$ cat config.mk
export PLATFORM = sky130hd
export DESIGN_NAME = uart_tx_mmio_flat
export DESIGN_NICKNAME = d
export VERILOG_FILES = /design/src/rtl/uart_tx_mmio_if.sv /design/src/rtl/uart_tx_mmio.sv /design/src/flat_wrapper.sv
export SDC_FILE = /design/constraint.sdc
export NUM_CORES = 1
export LEC_CHECK = 0
export BUFFER_PORTS_ARGS = -buffer_cell sky130_fd_sc_hd__buf_2
export CAP_MARGIN = 20
export CORE_MARGIN = 5
export CORE_UTILIZATION = 30
export CTS_BUF_LIST = sky130_fd_sc_hd__clkbuf_8
export CTS_CLUSTER_SIZE = 28
export DETAILED_ROUTE_END_ITERATION = 10
export PLACE_DENSITY = 0.44
export SYNTH_ARGS = -nofsm -noshare
export SYNTH_HDL_FRONTEND = slang
export SYNTH_SLANG_ARGS = --single-unit
$ cat constraint.sdc
create_clock -name iCLK -period 3.8 [get_ports iCLK]
set_input_delay 0.76 -clock iCLK [delete_from_list [all_inputs] [get_ports iCLK]]
set_output_delay 0.76 -clock iCLK [all_outputs]
set_load 0.02 [all_outputs]
$ cat src/rtl/uart_tx_mmio_if.sv
// Core data-bus slice seen by the UART window: strobes, address and write data in, registered read data out.
// Master is the core side; slave is the register block.
interface uart_tx_mmio_if;
    logic        iCE;
    logic        iRD;
    logic        iWR;
    logic [31:0] iADDR;
    logic [31:0] iDATA;
    logic [31:0] oDATA;

    modport master (output iCE, iRD, iWR, iADDR, iDATA, input oDATA);
    modport slave  (input iCE, iRD, iWR, iADDR, iDATA, output oDATA);
endinterface

$ cat src/rtl/uart_tx_mmio.sv
// MMIO UART transmitter: bus writes fill a byte FIFO drained by an 8N1 serializer on oTXD; reads return 1 cycle later.
// No bus backpressure: a push into a full FIFO is dropped and latches a sticky overflow flag software can clear.
module uart_tx_mmio #(
    parameter logic [31:0] BASE_ADDR = 32'h8000_0000,
    parameter int          CLK_DIV   = 434,
    parameter int          FIFO_LOG2 = 4
) (
    input  logic            iCLK,
    input  logic            iRST,
    uart_tx_mmio_if.slave   bus,
    output logic            oTXD,
    output logic            oBUSY,
    output logic            oIRQ
);
    localparam int DEPTH = 1 << FIFO_LOG2;
    localparam int CW    = FIFO_LOG2 + 1;
    localparam int BCW   = $clog2(CLK_DIV);

    typedef enum logic [1:0] {S_IDLE, S_START, S_DATA, S_STOP} state_t;

    logic [7:0]           r_mem [DEPTH];
    logic [FIFO_LOG2-1:0] r_wptr;
    logic [FIFO_LOG2-1:0] r_rptr;
    logic [CW-1:0]        r_count;
    logic                 r_ovf;
    logic                 r_irq_en;
    logic [31:0]          r_rdata;

    state_t               r_state;
    logic [BCW-1:0]       r_bitcnt;
    logic [2:0]           r_idx;
    logic [7:0]           r_shift;
    logic                 r_txd;

    logic                 w_hit;
    logic [1:0]           w_off;
    logic                 w_full;
    logic                 w_empty;
    logic                 w_push_req;
    logic                 w_push;
    logic                 w_ovf_set;
    logic                 w_ovf_clr;
    logic                 w_ctrl_wr;
    logic                 w_pop;
    logic                 w_bit_end;
    logic                 w_ser_busy;
    logic [7:0]           w_head;
    logic [31:0]          w_rd_val;
    logic                 w_unused;

    assign w_hit      = bus.iCE && (bus.iADDR[31:4] == BASE_ADDR[31:4]);
    assign w_off      = bus.iADDR[3:2];
    assign w_full     = (r_count == CW'(DEPTH));
    assign w_empty    = (r_count == '0);
    assign w_push_req = w_hit && bus.iWR && (w_off == 2'd0);
    // Fullness is judged before any same-cycle pop, so a push racing a pop on a full FIFO is still lost.
    assign w_push     = w_push_req && !w_full;
    assign w_ovf_set  = w_push_req && w_full;
    assign w_ovf_clr  = w_hit && bus.iWR && (w_off == 2'd1) && bus.iDATA[3];
    assign w_ctrl_wr  = w_hit && bus.iWR && (w_off == 2'd2);
    assign w_bit_end  = (r_bitcnt == BCW'(CLK_DIV - 1));
    assign w_ser_busy = (r_state != S_IDLE);
    assign w_head     = r_mem[r_rptr];
    assign w_pop      = !w_empty && ((r_state == S_IDLE) || ((r_state == S_STOP) && w_bit_end));
    assign w_unused   = &{1'b0, bus.iADDR[1:0], bus.iDATA[31:8]};

    always_comb begin
        w_rd_val = '0;
        case (w_off)
            2'd1: begin
                w_rd_val[0]       = w_full;
                w_rd_val[1]       = w_empty;
                w_rd_val[2]       = w_ser_busy;
                w_rd_val[3]       = r_ovf;
                w_rd_val[8 +: CW] = r_count;
            end
            2'd2:    w_rd_val[0] = r_irq_en;
            default: w_rd_val = '0;
        endcase
    end

    always_ff @(posedge iCLK) begin
        if (w_push) begin
            r_mem[r_wptr] <= bus.iDATA[7:0];
        end
    end

    always_ff @(posedge iCLK or negedge iRST) begin
        if (!iRST) begin
            r_wptr   <= '0;
            r_rptr   <= '0;
            r_count  <= '0;
            r_ovf    <= 1'b0;
            r_irq_en <= 1'b0;
            r_rdata  <= '0;
        end else begin
            if (w_push) begin
                r_wptr <= r_wptr + FIFO_LOG2'(1);
            end
            if (w_pop) begin
                r_rptr <= r_rptr + FIFO_LOG2'(1);
            end
            case ({w_push, w_pop})
                2'b10:   r_count <= r_count + CW'(1);
                2'b01:   r_count <= r_count - CW'(1);
                default: r_count <= r_count;
            endcase
            if (w_ovf_set) begin
                r_ovf <= 1'b1;
            end else if (w_ovf_clr) begin
                r_ovf <= 1'b0;
            end
            if (w_ctrl_wr) begin
                r_irq_en <= bus.iDATA[0];
            end
            // w_rd_val is built from pre-edge state, so a combined read+write returns the old value.
            r_rdata <= (w_hit && bus.iRD) ? w_rd_val : 32'd0;
        end
    end

    always_ff @(posedge iCLK or negedge iRST) begin
        if (!iRST) begin
            r_state  <= S_IDLE;
            r_bitcnt <= '0;
            r_idx    <= '0;
            r_shift  <= '0;
            r_txd    <= 1'b1;
        end else begin
            case (r_state)
                S_IDLE: begin
                    r_txd    <= 1'b1;
                    r_bitcnt <= '0;
                    if (w_pop) begin
                        r_shift <= w_head;
                        r_state <= S_START;
                        r_txd   <= 1'b0;
                    end
                end
                S_START: begin
                    if (w_bit_end) begin
                        r_bitcnt <= '0;
                        r_idx    <= '0;
                        r_state  <= S_DATA;
                        r_txd    <= r_shift[0];
                    end else begin
                        r_bitcnt <= r_bitcnt + BCW'(1);
                    end
                end
                S_DATA: begin
                    if (w_bit_end) begin
                        r_bitcnt <= '0;
                        if (r_idx == 3'd7) begin
                            r_state <= S_STOP;
                            r_txd   <= 1'b1;
                        end else begin
                            r_idx   <= r_idx + 3'd1;
                            r_shift <= r_shift >> 1;
                            r_txd   <= r_shift[1];
                        end
                    end else begin
                        r_bitcnt <= r_bitcnt + BCW'(1);
                    end
                end
                S_STOP: begin
                    if (w_bit_end) begin
                        r_bitcnt <= '0;
                        // Chain straight into the next start bit when more data is queued.
                        if (w_pop) begin
                            r_shift <= w_head;
                            r_state <= S_START;
                            r_txd   <= 1'b0;
                        end else begin
                            r_state <= S_IDLE;
                            r_txd   <= 1'b1;
                        end
                    end else begin
                        r_bitcnt <= r_bitcnt + BCW'(1);
                    end
                end
                default: begin
                    r_state <= S_IDLE;
                    r_txd   <= 1'b1;
                end
            endcase
        end
    end

    assign bus.oDATA = r_rdata;
    assign oTXD      = r_txd;
    assign oBUSY     = w_ser_busy || !w_empty;
    assign oIRQ      = r_irq_en && !oBUSY;
endmodule
$ cat src/flat_wrapper.sv
// flat-port wrapper written by rule: the top's interface ports become plain ports
module uart_tx_mmio_flat 
#(
    parameter logic [31:0] BASE_ADDR = 32'h8000_0000,
    parameter int          CLK_DIV   = 434,
    parameter int          FIFO_LOG2 = 4
)
  (iCLK, iRST, oTXD, oBUSY, oIRQ, bus_iCE, bus_iRD, bus_iWR, bus_iADDR, bus_iDATA, bus_oDATA);
  uart_tx_mmio_if bus_i ();
  input  logic iCLK;
  input  logic iRST;
  output logic oTXD;
  output logic oBUSY;
  output logic oIRQ;
  input wire logic [$bits(bus_i.iCE)-1:0] bus_iCE;
  input wire logic [$bits(bus_i.iRD)-1:0] bus_iRD;
  input wire logic [$bits(bus_i.iWR)-1:0] bus_iWR;
  input wire logic [$bits(bus_i.iADDR)-1:0] bus_iADDR;
  input wire logic [$bits(bus_i.iDATA)-1:0] bus_iDATA;
  output wire logic [$bits(bus_i.oDATA)-1:0] bus_oDATA;
  assign bus_i.iCE = bus_iCE;
  assign bus_i.iRD = bus_iRD;
  assign bus_i.iWR = bus_iWR;
  assign bus_i.iADDR = bus_iADDR;
  assign bus_i.iDATA = bus_iDATA;
  assign bus_oDATA = bus_i.oDATA;
  uart_tx_mmio #(.BASE_ADDR(BASE_ADDR), .CLK_DIV(CLK_DIV), .FIFO_LOG2(FIFO_LOG2)) u_core (.iCLK(iCLK), .iRST(iRST), .bus(bus_i), .oTXD(oTXD), .oBUSY(oBUSY), .oIRQ(oIRQ));
endmodule
==> flow_summary.toml <==
[run_status]
status = "finished, final reports clean"

[worst_setup_path]
cp_max_fo = 7
r2r-end = "u_core.r_count[4]"
start_kind = "register"
crit_required_ns = 4.20
end_kind = "register"
slowest_delay_ns = 0.53
r2r_cells = 11
critical-path-slowest-cell = "nor4b_1"
r2r-start = "u_core.r_bitcnt[3]"
setup.worst_path.class = "register to register"
ff2ff_setup_slack_ns = 0.50
arrival_ns = 3.70
cp_cell_sequence = "nor4b_1 > a31oi_1 > nor2_1 > ha_1 > xor2_1 > ha_1 > inv_1 > o21ai_0 > a21o_1 > a221oi_1 > xor2_1"

[layout]
diodes = 0
area_growth_pct = 14.1
nets = 669
drive_above_1_share = 0.259
n_fill_cell = 2524
multiInputGateArea_um2 = 2510
finish.utilization = 0.344
seq_area_um2 = 5020
final_cells = 926

[routing]
drt_wl_total_mm = 16.6
vias_per_cell = 4.67
wl_per_cell_um = 17.9
num_vias = 4324
drt_iter0_markers = 326
drc = 0
firstDrtPassIters = 4
postRouteAntennaNets = 0

[flow_run]
maxCapViolCount = 0

[yosys]
synth_area_um2 = 7790
syn_avg_cell_area_um2 = 15.5
synth_top_area_cell = "edfxtp_1"
yosys-top-cells-count = "128 x edfxtp_1, 46 x dfrtp_1, 26 x nor2_1"
synth_cells = 504
yosysSeqAreaShare = 0.644
ys_async_sr_fraction = 0.269
synth.most_common_cell = "edfxtp_1"
synthFlopType = "edfxtp_1"
synth-edff-count = 128
synth_top_area_frac = 0.493
ys_types = 54
synth_warnings = 0
yosys-top-cells-area = "edfxtp_1 49%, dfrtp_1 15%, mux4_2 5.5%"
ys_ff_latch = 175

[clock_network]
cts_resized = 0
cts-root-buf = "clkbuf_8"
clkSinkCount = 175
htreeDepth = 4
postCtsHoldBufs = 0
cts_setup_buffers = 0
clkLatencyLatePin_ns = 0.46
clkSlewWorstSetupHoldPaths_ns = 0.11
cts_max_path_buffers = 2
cts_made_buffers = 17
cts_tree = "done"

[floorplan]
placementRows = 59
dieArea_um2 = 29300
ios = 104
core_region_area_um2 = 25800
die_w_um = 171
start_util = 0.302
die_h_um = 171

[pwr]
powerDensity_nw_per_um2 = 404
p_clk_frac = 0.376
pwr-share-comb = 0.037
peakVddDrop_uv = 182
seqPwrFrac = 0.587
power.internal_uw = 2720
p_leak_uw = 0.00330
swShare = 0.244
p_switching_uw = 878

[timing]
hold_viol = 0
setup-violations-final = 0
relSlewSlack = 0.382
slew_viol_final = 0
period_share = 0.869
worst-slew-pin-transition_ns = 0.925
setup_slack_ns = 0.498
fin_tns_setup_ns = 0
finClkSkew_ns = 0.0224
fin_crit_ns = 3.30
rsz0062_at_grt = "no"
clock.fmax_mhz = 303

[grt]
grt_overflow = 0
grt_use_total = 0.118
grt_start_max_net_pins = 33
antenna_found_initial = 0
grt_pass1_vias = 4585
grt_pass1_wl_mm = 26.1

[placed_design]
gp_congestion = 0.760
place_ws_ns = 0.473
port_buffers = 54
placed_cells = 894
place_hpwl_mm = 11.5

[worst_hold_path]
hold_path.class = "input pin to asynchronous set/reset pin"
[cell usage in the layout, fill, tap and decap left out, types with 7 or more instances in the layout]
master	count
clkbuf_8	17
mux4_2	19
dfrtp_1	45
nor4_1	10
inv_1	18
nand2_1	18
a22oi_1	10
nand3_1	15
conb_1	23
mux2_4	8
mux2i_1	17
mux2_2	7
nor2_1	26
edfxtp_1	128
buf_4	23
ha_1	22
and2_1	13
xor2_1	9
o21ai_0	7
xnor2_1	9
buf_2	54
[cells by family after synthesis]
| kind of cell | Yosys count | synth area share |
|---|---|---|
| XOR/XNOR | 18 | 0.0202 |
| multiplexers | 57 | 0.123 |
| other | 1 | 0.000481 |
| buffers and inverters | 63 | 0.0477 |
| AO/OA/AOI/OAI | 46 | 0.0438 |
| AND/OR/NAND/NOR | 122 | 0.0854 |
| flip-flops | 175 | 0.644 |
| adder cells (fa/ha/maj) | 22 | 0.0353 |
[power groups by stage]
stage               combinational, uW  clock (uW)  sequential, uW
floorplan                        93.5           0            2140
global placement                  130           0            2150
detailed placement                135           0            2150
CTS                               137        1400            2110
global route                      149        1480            2110
finish                            134        1350            2110
[area by class of cell]
class,count,area share
Sequential cell,175,0.565
Clock buffer,17,0.0263
Tap cell,335,0.0472
Timing Repair Buffer,77,0.0498
Multi-Input combinational cell,288,0.282
Inverter,19,0.00802
Clock inverter,15,0.0217
[worst max path at each step]
stage                             startpoint           endpoint  slack (ns)  depth (start not counted)
after global placement         bus_iADDR[20]  u_core.r_count[4]        0.53                         13
after global routing      u_core.r_bitcnt[2]  u_core.r_count[4]        0.17                         11
after detailed placement  u_core.r_bitcnt[2]  u_core.r_count[4]        0.47                         11
after floorplan                bus_iADDR[20]  u_core.r_count[4]        0.51                         14
final                     u_core.r_bitcnt[3]  u_core.r_count[4]        0.50                         11
after CTS                 u_core.r_bitcnt[3]  u_core.r_count[4]        0.45                         11
[registers in the layout (all words and copies together), names as in the netlist, 2 cells and up]
signal,flops
u_core.bus.oDATA,9
u_core.r_mem,128
u_core.r_bitcnt,9
u_core.r_wptr,4
u_core.r_rptr,4
u_core.r_shift,8
u_core.r_state,2
u_core.r_idx,3
u_core.r_count,5
[layer usage]
metal / vias to the layer above / track usage / part of all wire
met5: - / 0 / 0
met1: 2216 / 0.152 / 0.45
met3: 10 / 0.0245 / 0.032
met4: 0 / 0.0303 / 0.0083
li1: 2019 / - / -
met2: 79 / 0.203 / 0.51
[worst max-delay path, delay by kind of cell, from the launching register on]
family | cells | cell delay, ns
compound gates | 4 | 0.81
xor+xnor | 2 | 0.28
fa+ha+maj | 2 | 0.67
buf+inv | 1 | 0.07
flops | 1 | 0.45
simple gates | 2 | 0.98
[per-stage QoR]
stage / total power (uW) / hold slack (ns) / cell area (um^2)
after floorplan: 2240 / 0.453 / 7870
after global placement: 2280 / 0.477 / 8460
after detailed placement: 2290 / 0.482 / 8460
after CTS: 3640 / 0.355 / 8890
after global routing: 3750 / 0.403 / 8890
final: 3590 / 0.345 / 8890
No activity file was read; power rests on OpenSTA's default activity.
